**src/rtl/mem_line_port.sv**
```systemverilog
// Line-transfer engine between the cache and a word-write / line-read memory:
// optional 4-word victim writeback, then a single-cycle line fill and response.
module mem_line_port #(
  parameter int ADDR_W = 6,
  parameter int DATA_W = 32
) (
  input  logic                clk,
  input  logic                reset,
  input  logic                req_valid,
  output logic                req_ready,
  input  logic [ADDR_W-1:0]   req_fill_addr,
  input  logic                req_wb_en,
  input  logic [ADDR_W-1:0]   req_wb_addr,
  input  logic [4*DATA_W-1:0] req_wb_data,
  output logic                rsp_valid,
  output logic [4*DATA_W-1:0] rsp_data,
  output logic                mem_cs,
  output logic                mem_rw,
  output logic [ADDR_W-1:0]   mem_waddr,
  output logic [DATA_W-1:0]   mem_wdata,
  output logic [ADDR_W-1:0]   mem_raddr,
  input  logic [4*DATA_W-1:0] mem_rdata
);

  typedef enum logic [1:0] {IDLE, WB, FILL, RESP} state_t;

  state_t                   state, state_nxt;
  logic [1:0]               k, k_nxt;
  logic [ADDR_W-3:0]        fill_line, wb_line_addr;
  logic [3:0][DATA_W-1:0]   wb_words;
  logic [ADDR_W-1:0]        last_waddr;
  logic [DATA_W-1:0]        last_wdata;
  logic                     accept;

  // Line offsets are forced to zero, so only the line-number bits are kept.
  logic unused;
  assign unused = &{1'b0, req_fill_addr[1:0], req_wb_addr[1:0]};

  assign accept = req_valid && req_ready;

  always_comb begin
    state_nxt = state;
    k_nxt     = k;
    case (state)
      IDLE: if (accept) begin
        state_nxt = req_wb_en ? WB : FILL;
        k_nxt     = 2'd0;
      end
      WB: begin
        k_nxt = k + 2'd1;
        if (k == 2'd3) state_nxt = FILL;
      end
      FILL:    state_nxt = RESP;
      RESP:    state_nxt = IDLE;
      default: state_nxt = IDLE;
    endcase
  end

  // Base address has zero offset bits, so base+k is just {line, k}: no wrap.
  // Word 0 sits in the top slice, hence packed index ~k.
  always_comb begin
    req_ready = reset && (state == IDLE);
    rsp_valid = (state == RESP);
    mem_cs    = (state == WB) || (state == FILL);
    mem_rw    = (state == WB);
    mem_raddr = {fill_line, 2'b00};
    mem_waddr = last_waddr;
    mem_wdata = last_wdata;
    if (state == WB) begin
      mem_waddr = {wb_line_addr, k};
      mem_wdata = wb_words[~k];
    end
  end

  always_ff @(posedge clk or negedge reset) begin
    if (!reset) begin
      state        <= IDLE;
      k            <= 2'd0;
      fill_line    <= '0;
      wb_line_addr <= '0;
      wb_words     <= '0;
      last_waddr   <= '0;
      last_wdata   <= '0;
      rsp_data     <= '0;
    end else begin
      state <= state_nxt;
      k     <= k_nxt;
      if (accept) begin
        fill_line    <= req_fill_addr[ADDR_W-1:2];
        wb_line_addr <= req_wb_addr[ADDR_W-1:2];
        wb_words     <= req_wb_data;
      end
      if (state == WB) begin
        last_waddr <= mem_waddr;
        last_wdata <= mem_wdata;
      end
      if (state == FILL) rsp_data <= mem_rdata;
    end
  end

endmodule
```
**config.mk**
```make
export PLATFORM = sky130hd
export DESIGN_NAME = mem_line_port
export DESIGN_NICKNAME = d
export VERILOG_FILES = /design/src/rtl/mem_line_port.sv
export SDC_FILE = /design/constraint.sdc
export NUM_CORES = 1
export LEC_CHECK = 0
export BUFFER_PORTS_ARGS = -buffer_cell sky130_fd_sc_hd__clkbuf_2
export CAP_MARGIN = 20
export CORE_MARGIN = 2
export CORE_UTILIZATION = 32
export DETAILED_ROUTE_END_ITERATION = 10
export GPL_ROUTABILITY_DRIVEN = 0
export PLACE_DENSITY = 0.66
export SLEW_MARGIN = 20
export SYNTH_ARGS = -nofsm -noshare
export SYNTH_HDL_FRONTEND = slang
export SYNTH_SLANG_ARGS = --single-unit
```
**constraint.sdc**
```tcl
create_clock -name clk -period 1.9 [get_ports clk]
set_clock_uncertainty 0.1 [all_clocks]
set_input_delay 0.285 -clock clk [delete_from_list [all_inputs] [get_ports clk]]
set_output_delay 0.285 -clock clk [all_outputs]
set_load 0.01 [all_outputs]
```
# Yosys cells after proc, flatten, opt, wreduce, memory -nomap -nowiden
# Cells that the tools add are included.
# word_totals
reg_bits	306
# classes
add_sub_neg	1
order_cmp	1
eq_ne	6
muxes	10
bitwise_logic	1
n_reduce_logical	7
# ops
operator	count
$bmux W32 S2	1
$mux W32	2
$mux W2	4
$pmux W2 S4	1
$eq A2 B2 Y1 const B	3
$mux W6	1
$pmux W2 S2	1
$reduce_and A2 Y1	2
$lt A2 B3 Y1 const B	1
$add A2 B1 Y2 const B	1
$eq A2 B1 Y1 const B	1
$logic_and A1 B1 Y1	2
$logic_not A2 Y1	1
$ne A2 B1 Y1 const B	1
$ne A2 B2 Y1 const B	1
$not A2 Y2	1
$reduce_bool A2 Y1	1
$logic_or A1 B1 Y1	1

# Longest topological paths before layout
# Gate-level depths: netlist (run 1).
# depth
ltp_word	5
ltp_mapped	7
ltp_nobuf	5

# Worst setup path after synthesis (run 1)
# Ideal clock, no wire load.
# synth_path
kind	flip-flop to output port
from	reg state[1]
to	out mem_waddr[0]
t_arrival_ps	1512
t_required_ps	1515
setup_slack_ps	3
stages_incl_launch_ff	6
path_cell_list	dfrtp_1 -> inv_1 -> ha_1 -> buf_2 -> buf_2 -> mux2_2
# synth_via
elab_chain_len	2
# synth_rtl
element	line	text
start: declaration	27	state_t state, state_nxt;
start signal: assignment	86	state <= state_nxt;
$eq A2 B1 Y1	--	
via mem_rw	18	output logic mem_rw,
$mux W6	69	if (state == WB) begin
end: declaration	19	output logic [ADDR_W-1:0] mem_waddr,
# The timed path passes the listed nets, and every way through them passes these cells.

# Worst setup path after layout (run 1)
# layout_path
from	reg k[0]
to	out mem_wdata[30]
# layout_via
elab_chain_len	4
# layout_rtl
element	line	text
start: declaration	28	logic [1:0] k, k_nxt;
start signal: assignment	87	k <= k_nxt;
$not A2 Y2	71	mem_wdata = wb_words[~k];
$bmux W32 S2	71	
$mux W32 (not written as such)	71	
$mux W32	69	
end: declaration	20	output logic [DATA_W-1:0] mem_wdata,
# No other way between the ends. The select of a mux whose other input is x is not followed.

==> flow_summary.json, run 1 <==
{
  "ctsLongestPathBuffers": 3,
  "hold_slack_ns": 0.0566,
  "syn_to_final_growth_pct": 65.2,
  "grt_max_degree": 139,
  "timing.slew.headroom_pct": 42.7,
  "power_w": 0.0352,
  "routedWlPerCell_um": 20.4,
  "hpwl_um": 25100,
  "portBuffers": 441,
  "drv_cap": 0,
  "rsz0062_at_grt": "yes",
  "grt_pass1_vias": 11100,
  "dpl_cell_area_mm2": 0.0158,
  "yosysWarnings": 0,
  "leakage_nw": 9.75,
  "clkLatencyLatePin_ns": 0.53,
  "worstSetupStartpointType": "flip-flop",
  "fillers": 3139,
  "setup_slack_ns": -0.468,
  "finalCriticalPeriod_ns": 2.37,
  "yosysSeqAreaShare_pct": 60.0,
  "grt_usage_pct": 19.1,
  "tightest_slew_ns": 0.859,
  "drt_iter0_markers": 481,
  "synth.avg_cell_area_um2": 15.4,
  "wl_um": 43900,
  "drive_gt1_share_pct": 57.4,
  "drv_slew": 0,
  "dr.pass1.iters": 4,
  "vias_per_cell": 4.76,
  "violations": "negative setup slack",
  "timing_hold_violations_final": 0,
  "root_buffer": "clkbuf_16",
  "critical-path-max-stage-delay_ns": 0.46,
  "synth_edf_count": 0,
  "die_w_um": 204,
  "fin_area_mm2": 0.0211,
  "antenna_found_initial": 7,
  "ir_worst_vdd_mv": 0.929,
  "core_mm2": 0.0395,
  "row_count": 73,
  "path_buf_inv": 3,
  "syn_area_mm2": 0.0128,
  "critPathTopFamily": "buffers and inverters",
  "fin_crit_sh_pct": 125,
  "slowest_stage": "dfrtp_4",
  "status": "complete, but fails checks",
  "hp-class": "in -> async",
  "setup_viol": 163,
  "cts_buffers": 35,
  "start_util_pct": 32.3,
  "cts_tree": "done",
  "synth_cell_types": 19,
  "cts.sink_count": 306,
  "final_antenna_net_count": 0,
  "grt_pass1_wl_um": 61400,
  "multi_input_area_mm2": 0.00526,
  "worstPathArrival_ns": 1.98,
  "drcViolationCount": 0,
  "ys.flop_type": "dfrtp_1",
  "async_flop_share_pct": 100,
  "powerDensity_mw_per_mm2": 1670,
  "ys_ff_latch": 306,
  "path_cells": "buf_12 > buf_8 > mux2i_2 > o221ai_2 > buf_4",
  "critical_path_class": "reg -> out",
  "die_y_um": 204,
  "vias": 10300,
  "grt_overflow": 0,
  "fin_nets": 1880,
  "postSynthCellCount": 829,
  "fmax_ghz": 0.422,
  "io_pins": 448,
  "cp.required_ns": 1.51,
  "clk_pin_slew_ns": 0.06,
  "worst-path-max-fanout": 11,
  "post-route-util_pct": 53.3,
  "htreeDepth": 2,
  "seq_area_mm2": 0.00766,
  "pre_cts_ws_ns": -0.0702,
  "end_kind": "output pin",
  "die_area_mm2": 0.0415
}
[cell usage after synthesis, drive strengths merged, types with 3 or more instances]
cell type / n / area (um^2)
nand2: 3 / 11.3
ha: 6 / 75.1
buf: 51 / 374
inv: 5 / 18.8
dfrtp: 306 / 7660
nand3: 4 / 25.0
o21ai: 3 / 15.0
mux2: 274 / 3090
clkbuf: 7 / 26.3
o221ai: 64 / 561
mux2i: 68 / 681
nand2b: 34 / 213
[final cells by class]
class / count / share of cell area [%]
diodes: 5 / 0.0593
clock inverters: 12 / 0.658
flip-flops and latches: 306 / 36.3
repair buffers: 793 / 29.9
well taps: 525 / 3.11
multi-input cells: 461 / 24.9
clock buffers: 51 / 4.92
inverters: 5 / 0.113
[worst paths after layout]
check                                from              to  slack (ns)  cells past startpoint
min in group clk                req_valid            k[1]        0.09                      4
max in group asynchronous           reset    rsp_data[80]        0.39                      4
max                                  k[0]   mem_wdata[30]       -0.47                      5
min                                 reset   last_waddr[5]        0.06                      2
max reg2reg                      state[0]    wb_words[43]       -0.13                      8
min reg2reg                last_wdata[14]  last_wdata[14]        0.39                      2
[through the flow]
stage                     TNS (ns)  instances
after global placement     -0.0396       1781
after CTS                   -17.22       2123
after global routing        -34.79       2157
after detailed placement    -0.117       1781
after floorplan                  0        830
final                       -23.33       2158
[sequential cells by signal, summed over array words and instances, names as in the netlist]
signal,count
rsp_data,128
wb_words,128
last_wdata,32
last_waddr,6
fill_line,4
wb_line_addr,4
k,2
state,2
[cells in the final DEF, fill, tap and decap left out, types with 4 or more instances in the layout]
cell type and count:
buf_12 20, buf_16 9, buf_2 22, buf_4 33, buf_6 14, buf_8 7, clkbuf_1 8, clkbuf_16 50
clkbuf_2 409, clkbuf_8 6, clkinv_2 8, dfrtp_1 305, diode_2 5, dlygate4sd3_1 266, mux2_2 269, mux2_4 5
mux2i_1 38, mux2i_2 22, mux2i_4 8, nand2b_1 21, nand2b_4 13, o221ai_1 40, o221ai_2 20, o221ai_4 4
[routing by layer]
| metal | share of wire, % | global-route usage, % |
|---|---|---|
| met5 | 0.093 | 0 |
| met4 | 3.3 | 8.86 |
| met3 | 6.2 | 4.83 |
| met2 | 52 | 33.5 |
| met1 | 38 | 21.8 |
[power by group]
| group | leakage (nW) | switching, W | internal (W) |
|---|---|---|---|
| registers | 3.65 | 0.00201 | 0.00988 |
| clock network | 0.587 | 0.00273 | 0.00421 |
| logic | 5.51 | 0.00750 | 0.00886 |
[cell families (layout without fill, tap and decap cells)]
kind of cell / Yosys count / after routing / synth area share, %
mux: 342 / 342 / 29.5
simple gates: 42 / 42 / 2.00
flops: 306 / 306 / 60.0
compound gates: 69 / 69 / 4.64
other cells: 1 / 7 / 0.0294
fa+ha+maj: 6 / 6 / 0.588
buf+inv: 63 / 861 / 3.28
[what timing repair did]
item,CTS,global route
pin swaps,7,12
endpoints found under the hold margin,308,0
hold buffers,266,0
setup buffers,10,13
gates cloned,4,17
resized for setup,55,117
setup endpoints to repair,41,170
No activity file was read; power rests on OpenSTA's default activity.
==> run 2: changes to the inputs <==
- GPL_TIMING_DRIVEN: not set -> 0
==> run 2 against run 1 <==
Compared with the run above: the run still ends with negative setup slack left; sequential cell count unchanged; register-to-register slack gained 0.18 ns; fmax decreased by 0.36%; critical path type unchanged; critical endpoint is now mem_wdata[11]; largest cell class unchanged.
==> flow_summary.json, run 2 (synthesized netlist as in run 1, its figures left out) <==
{
  "hpwl_um": 29200,
  "grt_overflow": 0,
  "r2r-end": "rsp_data[38]",
  "worst-r2r-cell-count": 6,
  "critPathTopFamily": "buffers and inverters",
  "leakage_nw": 9.67,
  "routedWlPerCell_um": 20.9,
  "powerDensity_mw_per_mm2": 1700,
  "cts_buffers": 35,
  "drive_gt1_share_pct": 58.2,
  "drv_slew": 0,
  "worst-path-max-fanout": 10,
  "path_buf_inv": 3,
  "drt_iter0_markers": 337,
  "start_util_pct": 32.3,
  "setup_viol": 180,
  "fin_crit_sh_pct": 125,
  "path_cells": "buf_6 > buf_4 > mux2i_2 > o221ai_4 > clkbuf_2",
  "fin_nets": 1886,
  "holdPathEnd": "k[1]",
  "violations": "negative setup slack",
  "reg2reg_from": "state[0]",
  "grt_pass1_wl_um": 67300,
  "fmax_ghz": 0.421,
  "hp-class": "in -> reg",
  "dpl_cell_area_mm2": 0.0157,
  "status": "complete, but fails checks",
  "layout_commonest_cell": "clkbuf_2",
  "core_mm2": 0.0395,
  "top_regs": "rsp_data (128), wb_words (128), last_wdata (32)",
  "portBuffers": 441,
  "die_w_um": 204,
  "timing_hold_violations_final": 0,
  "clk_pin_slew_ns": 0.06,
  "timing.slew.headroom_pct": 66.4,
  "ir_worst_vdd_mv": 1.20,
  "pre_cts_ws_ns": -0.813,
  "fin_area_mm2": 0.0210,
  "die_y_um": 204,
  "end_kind": "output pin",
  "tightest_slew_ns": 0.504,
  "power_w": 0.0357,
  "grt_pass1_vias": 11400,
  "ctsLongestPathBuffers": 3,
  "clkLatencyLatePin_ns": 0.54,
  "row_count": 73,
  "cp.required_ns": 1.51,
  "htreeDepth": 2,
  "rrSetupSlack_ns": 0.05,
  "final_cell_mix": "412 x clkbuf_2, 306 x dfrtp_1, 269 x mux2_2, 267 x dlygate4sd3_1, 39 x clkbuf_16",
  "hold_path_depth": 4,
  "syn_to_final_growth_pct": 64.7,
  "final_antenna_net_count": 0,
  "grt_usage_pct": 21.6,
  "die_area_mm2": 0.0415,
  "worstPathArrival_ns": 1.99,
  "rsz0062_at_grt": "yes",
  "drv_cap": 0,
  "io_pins": 448,
  "wl_um": 45300,
  "setup_slack_ns": -0.477,
  "slowest_stage": "dfrtp_1",
  "worstSetupStartpointType": "flip-flop",
  "grt_max_degree": 90,
  "dr.pass1.iters": 4,
  "cts_tree": "done",
  "critical_path_class": "reg -> out",
  "hold_slack_ns": 0.107,
  "finalCriticalPeriod_ns": 2.38,
  "fillers": 3200,
  "drcViolationCount": 0,
  "vias": 10300,
  "root_buffer": "clkbuf_16",
  "cts.sink_count": 306,
  "antenna_found_initial": 6,
  "critical-path-max-stage-delay_ns": 0.36,
  "vias_per_cell": 4.77,
  "hold_start": "req_valid"
}
==> run 2: changes by cell type in the layout (fill, tap and decap cells not counted), sizes merged <==
cell | before | now
inv | 6 | 5
dlygate4sd3 | 266 | 267
clkinv | 8 | 5
bufinv | 3 | 4
clkbuf | 473 | 475
diode | 5 | 4
buf | 105 | 111
==> run 2: layout make-up <==
class                      count  area [um^2]  area share, %
clock inverter                 9          149          0.708
sequential                   306         7660           36.4
buffer                        54          666           3.16
tap                          525          657           3.12
antenna                        4         10.0         0.0476
timing repair buffer         745         5440           25.9
inverter                       5         23.8          0.113
clock buffer                  54         1090           5.18
multi-input combinational    461         5340           25.4
==> run 2: per-layer routing <==
metal	GRT usage (%)	routed length, um	vias up
met5	0	23	-
met4	9.67	1600	4
met3	4.55	2630	79
met2	38.1	23200	376
met1	25.1	17800	5246
li1	-	-	4622
==> run 2: worst max-delay path by stage <==
stage | from | end | slack, ns | cells past startpoint
2_1_floorplan | state[1] | mem_waddr[0] | 0.003 | 5
3_3_place_gp | reset | rsp_data[114] | -6.27 | 1
3_5_place_dp | state[1] | mem_wdata[11] | -0.81 | 7
4_1_cts | k[0] | mem_wdata[23] | -0.50 | 6
5_1_grt | state[1] | mem_wdata[15] | -0.56 | 7
6_report | k[0] | mem_wdata[11] | -0.48 | 5
==> run 2: worst register-to-register path, stage by stage (launching register included) <==
cell and delay [ns]:
dfrtp_1 0.41, buf_6 0.15, inv_6 0.06, ha_2 0.21, buf_6 0.18, clkbuf_4 0.26, mux2_2 0.37
==> run 2: report_power, final <==
group | internal (W) | switching [W] | total (W) | leakage [nW]
clock network | 0.00449 | 0.00277 | 0.00726 | 0.612
registers | 0.00987 | 0.00204 | 0.0119 | 3.65
logic | 0.00881 | 0.00768 | 0.0165 | 5.41
==> run 2: through the flow <==
stage	std cells	utilization, %	TNS, ns
after detailed placement	1799	39.8	-80.21
after global placement	1796	39.5	-2774.79
after CTS	2155	52.3	-17.29
after floorplan	830	-	0
final	2163	53.2	-47.37
after global routing	2163	53.2	-69.83
==> run 2: what timing repair did <==
action,CTS,global route
hold endpoints to repair,314,172
gates cloned,2,1
endpoints found under the setup margin,184,151
hold buffers,268,1
buffers inserted,26,4
pin swaps,8,5
gates resized for setup,169,90
